===== config.mk =====
export PLATFORM = sky130hd
export DESIGN_NAME = frame_writer
export DESIGN_NICKNAME = d
export VERILOG_FILES = /design/src/rtl/frame_writer.sv
export SDC_FILE = /design/constraint.sdc
export NUM_CORES = 1
export LEC_CHECK = 0
export BUFFER_PORTS_ARGS = -buffer_cell sky130_fd_sc_hd__buf_2
export CELL_PAD_IN_SITES_DETAIL_PLACEMENT = 1
export CELL_PAD_IN_SITES_GLOBAL_PLACEMENT = 1
export CORE_UTILIZATION = 50
export CTS_CLUSTER_DIAMETER = 150
export DETAILED_ROUTE_END_ITERATION = 7
export PLACE_DENSITY_LB_ADDON = 0.1
export SETUP_SLACK_MARGIN = 0.1
export SLEW_MARGIN = 40
export SYNTH_ARGS = -nofsm -noshare
export SYNTH_HDL_FRONTEND = slang
export SYNTH_SLANG_ARGS = --single-unit

===== constraint.sdc =====
create_clock -name CLOCK_50 -period 3.5 [get_ports CLOCK_50]
set_input_delay 0.35 -clock CLOCK_50 [delete_from_list [all_inputs] [get_ports CLOCK_50]]
set_output_delay 0.35 -clock CLOCK_50 [all_outputs]
set_load 0.005 [all_outputs]

===== src/rtl/frame_writer.sv =====
// Writer side of the SDRAM frame-buffer handshake: captures one frame of pixels
// into a small first-word-fall-through FIFO and streams them to the sequential
// SDRAM write port while the display side yields access.
module frame_writer #(
    parameter int WIDTH      = 640,
    parameter int HEIGHT     = 480,
    parameter int FIFO_DEPTH = 16
) (
    input  logic       CLOCK_50,
    input  logic       rst_n,
    input  logic       pix_valid,
    input  logic       pix_sof,
    input  logic [7:0] pix_data,
    input  logic       yield,
    input  logic       write_ready,
    output logic       write_enable,
    output logic [7:0] write_data,
    output logic       write_complete,
    output logic       overflow,
    output logic       frame_err
);

    localparam int NPIX = WIDTH * HEIGHT;
    localparam int CW   = $clog2(NPIX + 1);
    localparam int AW   = $clog2(FIFO_DEPTH);
    localparam int NW   = AW + 1;

    typedef enum logic [2:0] {
        S_IDLE,
        S_FILL,
        S_DRAIN,
        S_DONE,
        S_RELEASE
    } state_t;

    state_t          state_q, state_d;
    logic [CW-1:0]   in_cnt_q, in_cnt_d;
    logic [AW-1:0]   wr_ptr_q, wr_ptr_d;
    logic [AW-1:0]   rd_ptr_q, rd_ptr_d;
    logic [NW-1:0]   count_q, count_d;
    logic            overflow_q, overflow_d;
    logic            frame_err_q, frame_err_d;
    logic            write_complete_q, write_complete_d;
    logic [7:0]      mem_q [FIFO_DEPTH];

    logic            fifo_empty;
    logic            fifo_full;
    logic            pop;
    logic            push_req;
    logic            push;

    assign fifo_empty = (count_q == '0);
    assign fifo_full  = (count_q == NW'(FIFO_DEPTH));

    // Drain path: FIFO head goes straight to the SDRAM port whenever it can be taken.
    always_comb begin
        pop          = (state_q == S_FILL || state_q == S_DRAIN) && yield && write_ready && !fifo_empty;
        write_enable = pop;
        write_data   = pop ? mem_q[rd_ptr_q] : '0;
    end

    // Frame sequencing, pixel counting, FIFO bookkeeping and sticky error flags.
    always_comb begin
        state_d          = state_q;
        in_cnt_d         = in_cnt_q;
        overflow_d       = overflow_q;
        frame_err_d      = frame_err_q;
        push_req         = 1'b0;

        case (state_q)
            S_IDLE: begin
                if (pix_valid && pix_sof) begin
                    push_req = 1'b1;
                    in_cnt_d = CW'(1);
                    state_d  = (NPIX == 1) ? S_DRAIN : S_FILL;
                end
            end
            S_FILL: begin
                if (pix_valid) begin
                    push_req = 1'b1;
                    if (pix_sof) frame_err_d = 1'b1;
                    in_cnt_d = in_cnt_q + CW'(1);
                    if (in_cnt_q == CW'(NPIX - 1)) state_d = S_DRAIN;
                end
            end
            S_DRAIN: begin
                if (fifo_empty) state_d = S_DONE;
            end
            S_DONE: begin
                if (!yield) state_d = S_RELEASE;
            end
            S_RELEASE: begin
                if (yield) state_d = S_IDLE;
            end
            default: state_d = S_IDLE;
        endcase

        // A full FIFO still accepts a push when the head leaves in the same cycle;
        // a rejected pixel is counted anyway so the frame geometry is preserved.
        push = push_req && (!fifo_full || pop);
        if (push_req && !push) overflow_d = 1'b1;

        wr_ptr_d         = wr_ptr_q + AW'(push);
        rd_ptr_d         = rd_ptr_q + AW'(pop);
        count_d          = count_q + NW'(push) - NW'(pop);
        write_complete_d = (state_d == S_DONE);
    end

    // Control registers with synchronous active-low reset.
    always_ff @(posedge CLOCK_50) begin
        if (!rst_n) begin
            state_q          <= S_IDLE;
            in_cnt_q         <= '0;
            wr_ptr_q         <= '0;
            rd_ptr_q         <= '0;
            count_q          <= '0;
            overflow_q       <= 1'b0;
            frame_err_q      <= 1'b0;
            write_complete_q <= 1'b0;
        end else begin
            state_q          <= state_d;
            in_cnt_q         <= in_cnt_d;
            wr_ptr_q         <= wr_ptr_d;
            rd_ptr_q         <= rd_ptr_d;
            count_q          <= count_d;
            overflow_q       <= overflow_d;
            frame_err_q      <= frame_err_d;
            write_complete_q <= write_complete_d;
        end
    end

    // FIFO storage; contents are don't-care while the occupancy count says empty.
    always_ff @(posedge CLOCK_50) begin
        if (rst_n && push) mem_q[wr_ptr_q] <= pix_data;
    end

    assign write_complete = write_complete_q;
    assign overflow       = overflow_q;
    assign frame_err      = frame_err_q;

endmodule


==> reports/metrics.csv <==
metric,value,unit
run_status,finished clean,
cts.sinks,166,
gp_congestion,0.831,
synth_area_per_cell,15.6,sq um
die_h,120,um
max_slew_margin,0.539,
grt_max_degree,23,
peakVddDrop,0.260,mV
cts_buffers,17,
crit_slowest_cell,or3b_4,
synth_nets,469,
final_net_count,513,
drive_gt1_frac,0.282,
vias,3934,
finalSetupTns,0,ns
finalCriticalPeriod,3.11,ns
crit_type,reg2reg,
coreArea,0.0134,sq mm
antenna_found_initial,0,
rsz0062_at_grt,no,
synthTopCellsByCount,"128 x edfxtp_1, 38 x dfxtp_1, 32 x mux4_2, 20 x nor2_1, 17 x nand2_1",
htree_levels,4,
fill_cells,1274,
slowest_delay,0.44,ns
vias_per_cell,5.82,
syn_to_final_growth,15.0,%
fp.dieW,120,um
start_util,0.517,
postCtsSetupBuffers,0,
synth-edff-count,128,
yosysMostFrequentCell,edfxtp_1,
synth_cell_types,55,
synth_top_cell_by_area,edfxtp_1,
synth_top_flop_cell,edfxtp_1,
r2r-end,count_q[4]$_SDFF_PN0_,
grt_use_total,0.228,
ios,26,
min_path_cells,2,
wl_per_cell,22.1,um
rrSetupSlack,0.39,ns
root_buffer,clkbuf_16,
num_rows,42,
cp_cell_sequence,"or3b_4, a21oi_2, and2_4, clkinv_2, ha_1, inv_1, ha_1, inv_1, fa_1, nand2b_1, a21oi_1, o21ai_0, nor3b_1",
r2r_cells,13,
postLayoutCoreUtil,0.595,
grt_pass1_vias,4228,
worstSetupStartpointType,register,
max-clock-path-buffers,2,
tritoncts,yes,
drtAntennaViolNets,0,
yosys.area.top_type_share,0.554,
p_seq_frac,0.520,
async_flop_share,0,
drv_slew,0,
antennaDiodeCount,0,
clockPowerShare,0.405,
synth_area_leaders,"edfxtp_1 55%, dfxtp_1 11%, mux4_2 10%",
worstSetupEndpointType,register,
drt_iter0_drc,263,
synthCells,443,
setup_viol,0,
yosysWarnings,0,
hp-start,yield,
port-buffer-count,25,
clock_latency,0.42,ns
drc,0,
grt_overflow_total,0,
fin_crit_sh,0.887,
seqCellArea,0.00461,sq mm
hold_viol_final,0,
dp_hpwl,9.74,mm
finalWirelength,14.9,mm
power.density,529,mW/mm^2
internal_power,3.26,mW
dieArea,0.0143,sq mm
clock_skew,0.00955,ns
reg2reg_from,state_q[2]$_SDFF_PN0_,
maxCapViolCount,0,
hold_end,state_q[2]$_SDFF_PN0_,
first_pass_iters,4,
sw_frac_of_total,0.226,
combPwrFrac,0.075,
power.switching,0.953,mW
cp.arrival,3.41,ns
leakage,2.58,nW
multiInputGateArea,0.00225,sq mm
synth-seq-cells,166,
critPathRequiredTime,3.81,ns
clkSlewWorstSetupHoldPaths,0.06,ns
synthesis.area,0.00693,sq mm
fmax,322,MHz
synth_seq_area_share,0.664,
crit_fanout,15,
grt_pass1_wl,23.7,mm
tightest_slew,0.692,ns
hold_class,in2reg,
cells by family (layout without fill, tap and decap cells):
kind of cell	count (synthesis)	in the layout	share of synthesized area
AO/OA/AOI/OAI	52	52	0.0457
XOR/XNOR	14	14	0.0177
adder cells (fa/ha/maj)	12	12	0.0227
buffers and inverters	36	93	0.0240
flip-flops	166	166	0.664
multiplexers	48	48	0.128
AND/OR/NAND/NOR	115	115	0.0973
layout make-up:
class	instances	share of cell area
inverter	15	0.00722
sequential	166	0.578
clock inverter	15	0.0144
clock buffer	17	0.0534
tap	176	0.0276
multi-input combinational	241	0.282
timing repair buffer	46	0.0370
metal layers:
layer	share of wire	up-vias	wire, um	GRT usage
met5	0	-	0	0
met4	0.012	0	172	0.0813
met3	0.034	11	501	0.0380
met2	0.53	80	7930	0.400
met1	0.42	2018	6310	0.285
li1	-	1825	-	-
critical path, delay by kind of cell, from the launching register on:
family,cells,cell delay (ns)
AO/OA/AOI/OAI,3,0.40
AND/OR/NAND/NOR,4,0.91
buffers and inverters,3,0.37
flip-flops,1,0.38
adder cells (fa/ha/maj),3,0.93
sequential cells by signal, indices dropped and copies added, names as in the netlist:
signal and flops:
frame_err 1, write_complete 1, rd_ptr_q 4, overflow 1, in_cnt_q 19, count_q 5
state_q 3, mem_q 128, wr_ptr_q 4
placed cells by master (no fill, tap or decap), drive strengths merged, types with 5 or more instances in the layout:
| cell | count |
|---|---|
| nor2 | 20 |
| mux2i | 8 |
| a21oi | 17 |
| edfxtp | 128 |
| mux4 | 32 |
| or4 | 7 |
| nand3 | 12 |
| nand2b | 5 |
| buf | 46 |
| clkinv | 12 |
| o31ai | 7 |
| inv | 13 |
| and2 | 7 |
| ha | 11 |
| nor4 | 15 |
| mux2 | 8 |
| xnor2 | 8 |
| dfxtp | 38 |
| nand2 | 19 |
| clkbuf | 17 |
| o21ai | 16 |
| xor2 | 6 |
per-stage QoR:
| stage | power, mW | hold WS (ns) | cells | instance area (sq um) | worst slack [ns] |
|---|---|---|---|---|---|
| finish | 4.21 | 0.148 | 676 | 7970 | 0.394 |
| global route | 4.35 | 0.161 | 676 | 7970 | 0.131 |
| CTS | 4.25 | 0.131 | 676 | 7970 | 0.316 |
| detailed placement | 2.55 | 0.456 | 644 | 7430 | 0.331 |
| global placement | 2.53 | 0.450 | 644 | 7430 | 0.462 |
| floorplan | 2.44 | 0.429 | 443 | 6930 | 0.774 |
power groups by stage:
stage / sequential [mW] / clock [mW] / combinational (mW)
2_1_floorplan: 2.22 / 0 / 0.226
6_report: 2.19 / 1.71 / 0.318
3_3_place_gp: 2.23 / 0 / 0.303
4_1_cts: 2.19 / 1.73 / 0.324
5_1_grt: 2.20 / 1.80 / 0.360
3_5_place_dp: 2.23 / 0 / 0.322
how the worst max path moves through the flow:
stage	start	endpoint	slack (ns)
final	state_q[2]$_SDFF_PN0_	count_q[4]$_SDFF_PN0_	0.39
after global routing	count_q[3]$_SDFF_PN0_	count_q[4]$_SDFF_PN0_	0.13
after CTS	count_q[2]$_SDFF_PN0_	count_q[4]$_SDFF_PN0_	0.32
after detailed placement	count_q[2]$_SDFF_PN0_	count_q[4]$_SDFF_PN0_	0.33
after global placement	count_q[3]$_SDFF_PN0_	count_q[4]$_SDFF_PN0_	0.46
after floorplan	state_q[2]$_SDFF_PN0_	count_q[4]$_SDFF_PN0_	0.77
repair_timing:
item / CTS / global route
gates resized for setup: 0 / 3
hold endpoints to repair: 0 / 0
hold buffers: 0 / 0
setup endpoints to repair: 0 / 1
No activity file was read; power rests on OpenSTA's default activity.
